[src/rtl/shift_pkg.sv]
// Shared definitions for the universal shift register: operation select encodings.
package shift_pkg;

    typedef logic [1:0] mode_t;

    localparam mode_t MODE_HOLD = 2'b00;
    localparam mode_t MODE_SHR  = 2'b01;
    localparam mode_t MODE_SHL  = 2'b10;
    localparam mode_t MODE_LOAD = 2'b11;

endpackage

[src/rtl/shift_bit_counter.sv]
// Frame counter: counts shifts, wraps after WIDTH of them and pulses frame_done on the wrap.
module shift_bit_counter #(
    parameter  int WIDTH = 4,
    localparam int CNT_W = $clog2(WIDTH + 1)
) (
    input  logic             clk,
    input  logic             rst,
    input  logic             inc,
    input  logic             clr,
    output logic [CNT_W-1:0] bit_cnt,
    output logic             frame_done
);

    localparam logic [CNT_W-1:0] LAST = CNT_W'(WIDTH - 1);

    // inc and clr come from one mode value and never coincide; clr wins regardless.
    always_ff @(posedge clk) begin
        if (rst) begin
            bit_cnt    <= '0;
            frame_done <= 1'b0;
        end else begin
            frame_done <= 1'b0;
            if (clr) begin
                bit_cnt <= '0;
            end else if (inc) begin
                if (bit_cnt == LAST) begin
                    bit_cnt    <= '0;
                    frame_done <= 1'b1;
                end else begin
                    bit_cnt <= bit_cnt + CNT_W'(1);
                end
            end
        end
    end

endmodule

[src/rtl/univ_shift_reg.sv]
// Universal shift register (hold / shift right / shift left / parallel load) with
// a frame counter that flags every WIDTH completed shifts.
module univ_shift_reg
    import shift_pkg::*;
#(
    parameter  int WIDTH = 4,
    localparam int CNT_W = $clog2(WIDTH + 1)
) (
    input  logic             clk,
    input  logic             rst,
    input  mode_t            mode,
    input  logic             sin_r,
    input  logic             sin_l,
    input  logic [WIDTH-1:0] pin,
    output logic [WIDTH-1:0] pout,
    output logic             sout_r,
    output logic             sout_l,
    output logic [CNT_W-1:0] bit_cnt,
    output logic             frame_done
);

    logic [WIDTH-1:0] q;
    logic             inc;
    logic             clr;

    always_ff @(posedge clk) begin
        if (rst) begin
            q <= '0;
        end else begin
            case (mode)
                MODE_SHR:  q <= {sin_r, q[WIDTH-1:1]};
                MODE_SHL:  q <= {q[WIDTH-2:0], sin_l};
                MODE_LOAD: q <= pin;
                default:   q <= q;
            endcase
        end
    end

    // Direction is irrelevant to framing; any shift advances the count.
    assign inc = (mode == MODE_SHR) || (mode == MODE_SHL);
    assign clr = (mode == MODE_LOAD);

    shift_bit_counter #(
        .WIDTH(WIDTH)
    ) u_bit_counter (
        .clk        (clk),
        .rst        (rst),
        .inc        (inc),
        .clr        (clr),
        .bit_cnt    (bit_cnt),
        .frame_done (frame_done)
    );

    assign pout   = q;
    assign sout_r = q[0];
    assign sout_l = q[WIDTH-1];

endmodule

[config.mk]
export PLATFORM = sky130hd
export DESIGN_NAME = univ_shift_reg
export DESIGN_NICKNAME = d
export VERILOG_FILES = /design/src/rtl/shift_pkg.sv /design/src/rtl/shift_bit_counter.sv /design/src/rtl/univ_shift_reg.sv
export SDC_FILE = /design/constraint.sdc
export NUM_CORES = 1
export LEC_CHECK = 0
export CORE_AREA = 2 2 40 42
export CTS_BUF_LIST = sky130_fd_sc_hd__clkbuf_16
export DETAILED_ROUTE_END_ITERATION = 16
export DIE_AREA = 0 0 42 44
export GPL_TIMING_DRIVEN = 0
export PLACE_DENSITY = 0.66
export SYNTH_ARGS = -nofsm -noshare
export SYNTH_HDL_FRONTEND = slang
export SYNTH_SLANG_ARGS = --single-unit
[constraint.sdc]
create_clock -name clk -period 1.19 [get_ports clk]
set_clock_uncertainty 0.15 [all_clocks]
set_input_delay 0.2975 -clock clk [delete_from_list [all_inputs] [get_ports clk]]
set_output_delay 0.2975 -clock clk [all_outputs]
set_load 0.01 [all_outputs]
==> results of run 1 <==
[state kept, by name, indices dropped and copies added, names as in the netlist]
| register | count |
|---|---|
| pout | 4 |
| u_bit_counter.frame_done | 1 |
| u_bit_counter.bit_cnt | 3 |
[power groups by stage]
stage	Clock (uW)	Sequential (uW)	Combinational [uW]
finish	556	304	207
global route	585	307	225
CTS	572	304	187
detailed placement	0	306	191
global placement	0	305	187
floorplan	0	310	95.7
[final cells by class]
class | instances | area share (%)
inverter | 6 | 4.24
multi-input combinational | 31 | 41.5
timing repair buffer | 19 | 19.4
sequential | 8 | 21.3
buffer | 2 | 2.12
tap | 16 | 2.42
clock buffer | 3 | 9.08
[cell usage after synthesis]
cell                       number
sky130_fd_sc_hd__inv_1          6
sky130_fd_sc_hd__dfxtp_1        8
sky130_fd_sc_hd__nor3_1         2
sky130_fd_sc_hd__nand2b_1       2
sky130_fd_sc_hd__a21oi_1        2
sky130_fd_sc_hd__nand3b_1       1
sky130_fd_sc_hd__buf_4          2
sky130_fd_sc_hd__nor4_1         1
sky130_fd_sc_hd__o21a_2         1
sky130_fd_sc_hd__clkbuf_2       1
sky130_fd_sc_hd__clkbuf_1       1
sky130_fd_sc_hd__ha_1           5
sky130_fd_sc_hd__nand2_1        5
sky130_fd_sc_hd__a221oi_2       1
sky130_fd_sc_hd__a221oi_1       6
sky130_fd_sc_hd__nor3b_1        1
sky130_fd_sc_hd__nor2b_1        1
sky130_fd_sc_hd__a211oi_1       1
sky130_fd_sc_hd__nor2_1         1
sky130_fd_sc_hd__a31oi_1        1
[cells by family (layout without fill, tap and decap cells)]
| group | count (synthesis) | after routing |
|---|---|---|
| AOI/OAI and AO/OA | 12 | 12 |
| adders and majority gates | 5 | 5 |
| buffers and inverters | 10 | 30 |
| DFF | 8 | 8 |
| and+or+nand+nor | 14 | 14 |
[timing repair]
| item | in CTS | in global routing |
|---|---|---|
| setup buffers | 1 | 0 |
| setup endpoints to repair | 18 | 7 |
| pin swaps | 2 | 5 |
| gates resized for setup | 66 | 16 |
| endpoints found under the hold margin | 0 | 0 |
| hold buffers | 0 | 0 |
| gates cloned | 0 | 0 |
[metal layers]
layer | vias up | global-route usage, % | part of all wire [%] | wire length, um
met3 | 0 | 4.58 | 5.0 | 62
li1 | 215 | - | - | -
met2 | 15 | 25.0 | 53 | 650
met1 | 211 | 17.8 | 42 | 518
met5 | - | 0 | 0 | 0
met4 | 0 | 5.81 | 0 | 0
[final timing paths]
kind | to | cells past startpoint
setup / recovery | sout_r | 1
hold / removal | u_bit_counter.frame_done | 1
setup reg to reg | u_bit_counter.bit_cnt[1] | 4
hold reg to reg | u_bit_counter.frame_done | 1
[metrics by stage]
stage	instance area, sq um	setup TNS (ns)
floorplan	507	-0.0804
global placement	707	-6.93
detailed placement	707	-7.30
CTS	772	-0.0209
global route	827	-0.0173
finish	827	0
==> impl.org, run 1 <==
** Run status
- Outcome :: finished, final reports clean

** Setup path
- Worst EP arrival :: 0.72 ns
- Peak per-stage delay on the critical path :: around 0.36 ns
- STA classifies the critical path endpoint as an output pin.
- The signal on the critical path passes through buf_2.
- Top delay family on crit path :: flip-flops
- CP Class :: reg2out
- The worst setup path is launched from a flip-flop.
- Required @ worst endpoint :: 0.74 ns
- Together, buffers and inverters on the worst path number 1.
- R2r setup slk :: approximately 0.06 ns
- Crit path launch :: pout[0]
- Reg2reg start :: u_bit_counter.bit_cnt[0]
- On the critical path, the stage with the largest delay is an instance of sky130_fd_sc_hd__dfxtp_4.
- Maximum fanout along the worst path :: 4

** Power and ir drop
- The worst-case IR drop observed on VDD is around 0.63 mV.
- Clock share of power :: 52.1%
- Internal Pwr Total :: around 830 uW
- Comb power frac :: 19.4%
- Part of the power in registers :: about 28%
- For this design the ratio of total power to cell area is 1290 nW/um^2.
- The analysis attributes to cell leakage a power of 0.000327 uW.
- Final Power :: roughly 1100 uW
- Net switching is 22.2% of the power.
- Switching pwr :: 237 uW

** Layout
- Filler instances :: 122
- In the layout the commonest cells are sky130_fd_sc_hd__buf_2 (8), sky130_fd_sc_hd__a221oi_2 (7), sky130_fd_sc_hd__inv_1 (5), sky130_fd_sc_hd__clkdlybuf4s50_1 (5).
- Final core occ :: 58.3%
- Final Non-Filler Cells :: 85
- The area growth from synthesis to layout is 87.3%.
- The net count of the finished layout is 86.
- Area of the multi-input gates :: 343 sq um
- The repair_antennas step left the layout with diodes totalling 0.
- In the final layout, the share of cells above drive strength 1 is 60.9%.
- Most common cell after layout, fill and taps aside :: sky130_fd_sc_hd__buf_2
- Across the whole layout, storage elements account for 176 sq um.

** Synth
- Xor-xnor portion of the synthesized cell area :: 0%
- Summed over all instances, the cell type with the most area after synthesis is sky130_fd_sc_hd__dfxtp_1.
- When the netlist entered floorplanning its net count stood at between 60 and 70.
- Sequential-to-total area share from yosys stat :: 36.3%
- Synth warnings :: 0
- Synth Area in Compound Gates :: a little under a quarter
- Mux cell area share after synthesis :: 0%
- Ranked by total cell area, the synthesized netlist is headed by sky130_fd_sc_hd__dfxtp_1 (36%), sky130_fd_sc_hd__ha_1 (14%), sky130_fd_sc_hd__a221oi_1 (12%).
- Area share of the largest cell type after synthesis :: 36.3%
- Largest family of logic cells by synthesized area :: compound AO/OA/AOI/OAI gates
- The synthesized netlist contains 20 unique library cells.
- Number of cells produced by synthesis :: between 40 and 50
- Synthesized area divided by synthesized cell count :: about 9 sq um
- Post-synthesis share of cell area spent on and, or, nand and nor gates :: between 10% and 20%
- After Yosys synthesis, full adders, half adders and majority gates account for between 10% and 20% of the synthesized area.
- Mapped Area :: between 400 and 500 sq um
- In this run, synthesis produced a sequential element count of 8.

** Timing
- Number of failing hold endpoints at the final stage :: 0
- Across all hold checks on the routed design, the worst slack comes to roughly 0.28 ns.
- Achievable frequency :: around 860 MHz
- Setup violations remaining at the end of the flow were counted as 0.
- Headroom to the max-slew limit came out at 66.5%.
- Setup repair after global routing could not meet its margin everywhere.
- The max-slew violation count was 0.
- Least-Margin Pin Slew :: between 0.5 and 0.6 ns
- The routed design could run at a clock period as short as between 1 and 1.5 ns.
- In the post-route analysis, the smallest setup slack over all paths is 0.0216 ns.
- The worst path uses a little over nine tenths of the clock period.

** Die
- Chip Height :: roughly 44 um
- Top-level I/O count :: 20
- In this run the core area contains 14 standard-cell rows.
- Initial standard-cell utilization of the core :: between 30 and 40%
- The die covers approximately 1800 sq um.
- Core region area :: roughly 1400 sq um
- Width of the die :: between 40 and 50 um

** Route
- Count of nets left with antenna violations after detail routing :: 0
- Number of DRC violations after detailed-routing iteration 0 :: 3
- Iteration count of the initial detailed-routing pass :: 2
- Mean routed wirelength per cell :: 14.5 um
- Final wirelength :: 1230 um
- In the routed design, unresolved DRC markers number 0.
- In the routed layout, each cell is associated on average with a via count of slightly above 5.
- Number of vias after detailed routing :: 441

** Placement
- Buffers added on ports :: 18
- GPL Wtd Cong :: 0.710
- Once detailed placement completed, the half-perimeter wirelength came to about 790 um.
- Once placement completed, the tool counted placed cells totaling 83.
- Minimum setup slack after placement :: -0.786 ns

** Hold path
- Hold WC Path Type :: reg2reg
- In this run the most critical hold path is launched from u_bit_counter.bit_cnt[2].

** Clock network
- Clock-pin slew on the worst setup and hold paths :: 0.04 ns
- Counting the buffers created by CTS gives 3.
- Level count of the clock H-tree :: 1
- Root Buffer :: sky130_fd_sc_hd__clkbuf_16
- CTS saw 8 sinks.
- CTS tree :: done
- Counting along the longest clock path gives a buffer depth of 2.
- The later pin in the worst-skew pair is clocked with a latency of 0.23 ns.

** Global routing
- Grt ovf :: 0
- Via count of the first global-routing pass :: between 400 and 500
- Pin count of the biggest net entering global routing :: 9
- Global routing used 14.9% of the available tracks.
- The first global-routing pass estimated around 2100 um of wire.
- Number of antenna violations at the first check in global routing :: 0

** Flow run
- Across the run, the number of max-cap violations was 0.
Note: power is estimated with default switching activity, not from simulation.
==> run 2, diff against run 1 <==
- CORE_AREA: 2 2 40 42 -> 5 5 43 45
- DIE_AREA: 0 0 42 44 -> 0 0 48 50
==> run 2 against run 1 <==
Compared with the run above:
- critical path type is now in2reg
- setup slack improved by 0.010 ns
- non-clock buffer count increased by 4
- combinational power rose by 15%
- fmax up 0.89%
- design area grew 5.9%
- flip-flop and latch count unchanged
- wire length rose by 1.7%
- largest cell class unchanged
- sequential power is 1% lower
- hold slack worse by 0.0069 ns
- power grew 2.6%
- clock power barely moved
- global-route usage down 3.9 points
- critical endpoint is now pout[2]
- highest routed layer is now met4
==> impl.org, run 2 (synthesized netlist as in run 1, its figures left out) <==
** Setup path
- CP Class :: in2reg (was reg2out)
- Peak per-stage delay on the critical path :: 0.22 ns (was 0.36 ns)
- Critical path cell sequence :: buf_12 > inv_8 > ha_4 > o21a_4 > nand2_2 > a221oi_2 (was buf_2)
- The register-to-register setup slack was 0.04 ns (was 0.06 ns).
- Category of the worst setup path launch point :: input pin (was flip-flop)
- Category of the worst setup path capture point :: flip-flop (was output pin)
- The data required time of the critical path was 1.18 ns (was 0.74 ns).
- The largest driver fanout on the critical path came to 7 (was 4).
- Crit path launch :: mode[0] (was pout[0])
- The worst endpoint data arrival time is 1.14 ns (was 0.72 ns).
- The critical register-to-register path startpoint is u_bit_counter.bit_cnt[0] (unchanged).
- The cell at the slowest stage of the critical path is sky130_fd_sc_hd__ha_4 (was sky130_fd_sc_hd__dfxtp_4).

** Layout
- Area added between synthesis and finish :: 98.3% (was 87.3%)
- The leading cell type in the layout, fill and taps excluded was sky130_fd_sc_hd__buf_2 (unchanged).
- Most frequent cells in the layout :: sky130_fd_sc_hd__buf_2 (8), sky130_fd_sc_hd__buf_4 (6), sky130_fd_sc_hd__dfxtp_2 (6), sky130_fd_sc_hd__inv_1 (5), sky130_fd_sc_hd__a221oi_2 (5) (was sky130_fd_sc_hd__buf_2 (8), sky130_fd_sc_hd__a221oi_2 (7), sky130_fd_sc_hd__inv_1 (5), sky130_fd_sc_hd__clkdlybuf4s50_1 (5))
- The count of antenna diodes in the layout is 0 (unchanged).
- The number of flip-flops in the largest register is 4 (unchanged).
- The core occupancy in the finished layout came to 61.0% (was 58.3%).
- The share of final-layout standard cells stronger than drive strength 1 is 64.4% (was 60.9%).
- Net count, final :: 90 (was 86)

** Timing
- The final worst-path cycle share was 97.3% (was 98.2%).
- Least-Margin Pin Slew :: 0.494 ns (was 0.503 ns)
- Post-route setup slack :: 0.0319 ns (was 0.0216 ns)
- RSZ-0062 raised after global routing: true (unchanged).
- The headroom to the max-slew limit is 67.1% (was 66.5%).
- Total count of max-transition violations in the final report :: 0 (unchanged)
- The hold violation total from the final report came to 0 (unchanged).
- The final period demand of the worst path is 1.16 ns (was 1.17 ns).
- Achievable frequency :: 863 MHz (was 856 MHz)
- The number of failing setup endpoints in the final timing report is 0 (unchanged).

** Clock network
- The buffer type at the clock tree root was sky130_fd_sc_hd__clkbuf_16 (unchanged).
- Level count of the clock H-tree :: 1 (unchanged)
- The total clock buffers created by CTS came to 3 (unchanged).
- The clock-pin slew reported for the worst setup and hold paths after clock tree synthesis is 0.04 ns (about the same).
- The clock latency reported for the late side of the worst-skew pair came to 0.23 ns (about the same).
- Sink Count :: 8 (unchanged)
- The TritonCTS clock tree is done (unchanged).
- The quantity of hold-fixing buffers added after cts was 0 (unchanged).
- Maximum clock insertion buffer count :: 2 (unchanged)

** Route
- The length of the first detailed-routing pass in iterations was 4 (was 2).
- The number of design rule violations left after detail routing was 0 (unchanged).
- The post-route antenna net violation count is 0 (unchanged).
- Number of DRC violations after detailed-routing iteration 0 :: 5 (was 3)
- Via density :: 5.08 (was 5.19)
- Final wirelength :: 1250 um (was 1230 um)
- The detailed-route via count came to 452 (was 441).
- Mean routed wirelength per cell :: 14.1 um (was 14.5 um)

** Die
- Chip Height :: 50 um (was 44 um)
- Width of the die :: 48 um (was 42 um)
- Die area :: 2400 sq um (was 1850 sq um)
- Core region area :: 1440 sq um (was 1420 sq um)
- FP Rows :: 14 (unchanged)
- Top-level I/O count :: 20 (unchanged)
- Initial standard-cell utilization of the core :: 30.7% (was 31.1%)

** Placement
- Post-detail-place hpwl :: 815 um (was 793 um)
- Minimum setup slack after placement :: -0.760 ns (was -0.786 ns)
- GPL Wtd Cong :: 0.715 (was 0.710)
- The count of input and output buffers came to 18 (unchanged).

** Power and ir drop
- Total power density per cell area :: 1250 nW/um^2 (was 1290 nW/um^2)
- The leakage power came to 0.000365 uW (was 0.000327 uW).
- Worst VDD drop :: 0.654 mV (was 0.629 mV)
- Final Power :: 1100 uW (was 1070 uW)

** Global routing
- The global-route wire length before repair is 1890 um (was 2100 um).
- The via count of the first global-routing pass was 429 (was 470).
- The total global-route track usage is 11.0% (was 14.9%).
- Grt ovf :: 0 (unchanged)
- Number of antenna violations at the first check in global routing :: 0 (unchanged)
- Pin count of the biggest net entering global routing :: 9 (unchanged)

** Hold path
- Hold WC Path Type :: reg2reg (unchanged)
- Min-delay src :: u_bit_counter.bit_cnt[2] (unchanged)

** Flow run
- The number of maximum-capacitance violations was 0 (unchanged).

** Run status
- Outcome :: finished, final reports clean (unchanged)
-- run 2: changes by cell type in the layout (fill, tap and decap cells not counted), moves of 2 or more --
cell | before | now
sky130_fd_sc_hd__a221oi_4 | 0 | 2
sky130_fd_sc_hd__buf_4 | 1 | 6
sky130_fd_sc_hd__dfxtp_4 | 3 | 0
sky130_fd_sc_hd__dlymetal6s2s_1 | 0 | 2
sky130_fd_sc_hd__dfxtp_2 | 4 | 6
sky130_fd_sc_hd__a221oi_2 | 7 | 5
-- run 2: final timing paths --
kind                                                  to  cells past startpoint
worst max-delay path                             pout[2]                      6
worst min-delay path            u_bit_counter.frame_done                      1
worst max register to register  u_bit_counter.bit_cnt[0]                      4
worst min register to register  u_bit_counter.frame_done                      1
-- run 2: timing repair --
action                                  CTS  global route
gates cloned                              0             0
hold endpoints to repair                  0             0
gates resized for setup                  69            14
pin swaps                                 5             7
endpoints found under the setup margin   18             9
buffers inserted                          4             1
-- run 2: worst max-delay path: cells and delay by family --
family	cells	cell delay (ns)
AO/OA/AOI/OAI	2	0.40
adder cells (fa/ha/maj)	1	0.22
buffers and inverters	2	0.16
AND/OR/NAND/NOR	1	0.06
-- run 2: routing by layer --
metal	GRT usage, %	wire (um)
met5	0	0
met2	15.6	617
met3	4.00	104
met4	6.73	9
met1	13.5	520
-- run 2: stage by stage --
step | TNS [ns] | instances | hold slack [ns] | cell area (sq um)
after CTS | -0.0442 | 90 | 0.306 | 833
after floorplan | -0.0804 | 49 | 0.300 | 507
final | 0 | 89 | 0.276 | 876
after global placement | -7.04 | 83 | 0.305 | 707
after detailed placement | -7.15 | 83 | 0.307 | 707
after global routing | -0.0348 | 89 | 0.287 | 876
-- run 2: cell type report --
cell class                 count  area, sq um
buffer                         2         18.8
timing repair buffer          23          193
fill                         120          561
tap                           16         20.0
multi-input combinational     31          372
sequential                     8          168
inverter                       6         30.0
clock buffer                   3         75.1
-- run 2: where the power goes --
| group | switching (uW) | internal (uW) |
|---|---|---|
| Sequential | 11.6 | 288 |
| Combinational | 110 | 129 |
| Clock | 124 | 433 |
==> run 3, diff against run 2 <==
- CORE_AREA: 5 5 43 45 -> 5 5 42 44
- DIE_AREA: 0 0 48 50 -> 0 0 47 49
- PLACE_DENSITY: 0.66 -> 0.68
- SYNTH_HIERARCHICAL: default -> 1
==> run 3 against run 2 <==
Compared with the run above:
- synthesized cell count decreased by 4.1%
- sequential share of layout area rose by 1.0 points
- setup slack got worse by 0.0068 ns
- final cell count is 3.4% lower
- register-to-register slack is essentially flat
- hold slack improved by 0.033 ns
- via count decreased by 3.5%
- sequential power increased by 3%
- design area decreased by 1.4%
- utilization is 0.63 points higher
- largest power group unchanged
==> impl.org, run 3 <==
** Timing
- The max-slew violation count is 0 (unchanged).
- Time the worst path needs with I/O delays and setup :: 1.16 ns (about the same)
- The hold violation total from the final report came to 0 (unchanged).
- The final worst-path cycle share was 97.9% (was 97.3%).
- Least-Margin Pin Slew :: 0.357 ns (was 0.494 ns)
- Achievable frequency :: 858 MHz (was 863 MHz)
- The number of failing setup endpoints in the final timing report was 0 (unchanged).
- RSZ-0062 raised after global routing: true (unchanged).
- Worst max-slew margin expressed relative to the limit :: 76.2% (was 67.1%)

** Global routing
- The overall overflow remaining after global route came to 0 (unchanged).
- The initial antenna violation count was 0 (unchanged).
- Global-route wire length before repair :: 1950 um (was 1890 um)
- Pin count of the biggest net entering global routing :: 9 (unchanged)
- Via count of the first global-routing pass :: 460 (was 429)
- GRT Overall Usage :: 11.0% (about the same)

** Power and ir drop
- The total power after layout is 1090 uW (was 1100 uW).
- Worst VDD drop :: 1.28 mV (was 0.654 mV)
- The power density over cell area was 1260 nW/um^2 (was 1250 nW/um^2).
- The leakage power is 0.000353 uW (was 0.000365 uW).

** Layout
- Area added between synthesis and finish :: 97.7% (was 98.3%)
- Net count, final :: 87 (was 90)
- Share of post-route cells with drive strength above 1 :: 65.7% (was 64.4%)
- The final instance area is 863 sq um (was 876 sq um).
- The core occupancy in the finished layout came to 61.6% (was 61.0%).
- Most frequent cells in the layout :: sky130_fd_sc_hd__buf_6 (7), sky130_fd_sc_hd__a221oi_2 (6), sky130_fd_sc_hd__inv_1 (5), sky130_fd_sc_hd__clkdlybuf4s50_1 (5), sky130_fd_sc_hd__dfxtp_2 (5) (was sky130_fd_sc_hd__buf_2 (8), sky130_fd_sc_hd__buf_4 (6), sky130_fd_sc_hd__dfxtp_2 (6), sky130_fd_sc_hd__inv_1 (5), sky130_fd_sc_hd__a221oi_2 (5))
- Antenna cell count :: 0 (unchanged)
- Most common cell after layout, fill and taps aside :: sky130_fd_sc_hd__buf_6 (was sky130_fd_sc_hd__buf_2)
- Number of flip-flops in the largest register :: 4 (unchanged)

** Setup path
- The category of the most critical setup path is reg2out (was in2reg).
- The buffers plus inverters on the worst setup path came to 1 (was 2).
- Peak per-stage delay on the critical path :: 0.36 ns (was 0.22 ns)
- Critical R2R Capture :: u_bit_counter/bit_cnt[0] (was u_bit_counter.bit_cnt[0])
- Maximum fanout along the worst path :: 4 (was 7)
- Worst path slowest cell :: sky130_fd_sc_hd__dfxtp_4 (was sky130_fd_sc_hd__ha_4)
- Category of the worst setup path capture point :: output pin (was flip-flop)
- Required @ worst endpoint :: 0.74 ns (was 1.18 ns)
- The worst endpoint data arrival time was 0.72 ns (was 1.14 ns).
- The kind of cell with the highest combined delay on the critical path is flip-flops (was compound AO/OA/AOI/OAI gates).
- The worst reg2reg path depth was 4 (unchanged).
- Critical path cell sequence :: buf_2 (was buf_12 > inv_8 > ha_4 > o21a_4 > nand2_2 > a221oi_2)
- The register-to-register setup slack came to 0.03 ns (was 0.04 ns).
- The category of the worst setup path launch point is a flip-flop (was input pin).
- The critical register-to-register path startpoint is u_bit_counter/bit_cnt[0] (was u_bit_counter.bit_cnt[0]).

** Die
- Core region area :: 1400 sq um (was 1440 sq um)
- The initial standard-cell utilization of the core was 31.2% (was 30.7%).
- The number of top-level design ports is 20 (unchanged).
- Chip Height :: 49 um (was 50 um)
- The area of the die is 2300 sq um (was 2400 sq um).
- The x dimension of the die came to 47 um (was 48 um).
- The floorplan row count came to 14 (unchanged).

** Synth
- The count of warnings emitted by yosys was 6 (was 0).
- Post-synth EDFFs :: 0 (unchanged)
- List of most frequent post-synthesis cells :: sky130_fd_sc_hd__dfxtp_1 (8), sky130_fd_sc_hd__a221oi_1 (6), sky130_fd_sc_hd__inv_1 (6) (unchanged)
- Async set-or-reset flop fraction in the synthesized netlist :: 0% (unchanged)
- The fraction of synthesized cell area taken by the top area cell type came to 36.7% (was 36.3%).
- The average instance area after synthesis was 9.29 sq um (was 9.01 sq um).
- Post-synth top flop :: sky130_fd_sc_hd__dfxtp_1 (unchanged)
- Net count after synthesis :: 62 (was 64)
- The post-synthesis sequential area ratio is 36.7% (was 36.3%).
- The number of instances in the synthesized netlist is 47 (was 49).
- The largest area contributor in the netlist is sky130_fd_sc_hd__dfxtp_1 (unchanged).
- The most repeated cell in the gate-level netlist after synthesis is sky130_fd_sc_hd__dfxtp_1 (unchanged).
- Library cells used by synthesis :: 18 (was 20)
- The area of the mapped netlist was 437 sq um (was 442 sq um).
- Post-synthesis sequential element count :: 8 (unchanged)
- Ranking of synthesized cells by area: sky130_fd_sc_hd__dfxtp_1 (37%), sky130_fd_sc_hd__ha_1 (14%), sky130_fd_sc_hd__a221oi_1 (12%) (was sky130_fd_sc_hd__dfxtp_1 (36%), sky130_fd_sc_hd__ha_1 (14%), sky130_fd_sc_hd__a221oi_1 (12%)).

** Route
- Detailed-route DRC error count :: 0 (unchanged)
- The per-cell via count in the routed design is 5.07 (was 5.08).
- Post-route met1 wirelength :: 454 um (was 520 um)
- Total length of routed met3 wires :: 126 um (was 104 um)
- The routed wire length on met2 was 648 um (was 617 um).
- Count of nets left with antenna violations after detail routing :: 0 (unchanged)
- The average wire length per cell after detail routing came to 14.3 um (was 14.1 um).
- Topmost layer with routed signal wires :: met3 (was met4)
- Final wirelength :: 1230 um (was 1250 um)
- Number of DRC violations after detailed-routing iteration 0 :: 2 (was 5)
- Number of vias after detailed routing :: 436 (was 452)
- Iteration count of the initial detailed-routing pass :: 3 (was 4)

** Clock network
- Clock latency at the later pin of the worst-skew pair :: 0.22 ns (was 0.23 ns)
- The clock-pin slew reported for the worst setup and hold paths after clock tree synthesis came to 0.03 ns (was 0.04 ns).
- The TritonCTS clock tree is done (unchanged).
- The total number of clock tree sinks came to 8 (unchanged).
- Maximum clock insertion buffer count :: 2 (unchanged)
- Level count of the clock H-tree :: 1 (unchanged)
- Root Buffer :: sky130_fd_sc_hd__clkbuf_16 (unchanged)
- The total clock buffers created by CTS is 3 (unchanged).

** Placement
- Placed cell area :: 697 sq um (was 707 sq um)
- The count of input and output buffers came to 19 (was 18).
- Post-detail-place hpwl :: 794 um (was 815 um)
- GPL Wtd Cong :: 0.757 (was 0.715)

** Hold path
- Endpoint, Worst Hold :: u_bit_counter/frame_done (was u_bit_counter.frame_done)
- The worst hold path depth is 1 (unchanged).
- The class of the worst hold path is reg2reg (unchanged).
- The start point of the worst min-delay path was u_bit_counter/bit_cnt[2] (was u_bit_counter.bit_cnt[2]).

** Run status
- Outcome :: finished, final reports clean (unchanged)

** Flow run
- The number of maximum-capacitance violations came to 0 (unchanged).
[run 3: changes by cell type in the layout (fill, tap and decap cells not counted), sizes merged, moves of 2 or more]
| cell | previous run | this run |
|---|---|---|
| buf | 18 | 15 |
| dlygate4sd2 | 0 | 2 |
| dlymetal6s2s | 2 | 0 |
| nand2b | 2 | 0 |
[run 3: repair_timing]
action,4_1_cts,5_1_grt
hold buffers,0,0
gates resized for setup,67,18
setup endpoints to repair,18,11
buffers inserted,3,0
pin swaps,4,6
[run 3: cell type report]
cell class                      instances  area, sq um
Fill cell                             131          538
Multi-Input combinational cell         30          359
Timing Repair Buffer                   22          196
Sequential cell                         8          174
Clock buffer                            3         75.1
Inverter                                6         25.0
Tap cell                               16         20.0
Buffer                                  1         13.8
[run 3: layer usage]
layer / vias to the layer above / global-route usage, %
met3: 0 / 5.90
met2: 16 / 18.1
met4: 0 / 0.922
met1: 203 / 12.8
li1: 217 / -
met5: - / 0
[run 3: worst max path at each step]
stage | startpoint | endpoint | slack (ns) | cells after the start
6_report | u_bit_counter/bit_cnt[0] | bit_cnt[0] | 0.03 | 1
5_1_grt | mode[0] | pout[2] | -0.02 | 6
4_1_cts | pout[0] | pout[0] | -0.02 | 2
3_5_place_dp | mode[1] | pout[1] | -0.76 | 5
3_3_place_gp | mode[1] | pout[1] | -0.75 | 5
2_1_floorplan | mode[0] | u_bit_counter/bit_cnt[0] | -0.03 | 4
[run 3: stage by stage]
step	hold WS [ns]	instances	setup slack [ns]	TNS (ns)
CTS	0.288	88	-0.0235	-0.0523
global placement	0.325	82	-0.753	-7.02
finish	0.309	86	0.0252	0
floorplan	0.214	47	-0.0286	-0.118
global route	0.338	86	-0.0245	-0.0360
detailed placement	0.316	82	-0.761	-7.15
[run 3: where the power goes]
part	internal (uW)	switching (uW)	total [uW]
sequential	288	21.3	309
clock	433	125	558
combinational	122	96.2	218
[run 3: worst register-to-register path: stages (launching register included)]
cell                      delay [ns]
sky130_fd_sc_hd__dfxtp_4        0.35
sky130_fd_sc_hd__ha_4           0.15
sky130_fd_sc_hd__nor2b_2        0.15
sky130_fd_sc_hd__nor3b_2        0.17
sky130_fd_sc_hd__o21a_1         0.13
[run 3: cell families (layout without fill, tap and decap cells)]
group / after synthesis / after routing / synth area share, %
simple gates: 13 / 13 / 15.5
compound gates: 11 / 11 / 21.5
buf+inv: 9 / 32 / 9.74
flops: 8 / 8 / 36.7
fa+ha+maj: 5 / 5 / 14.3
mux: 1 / 1 / 2.29
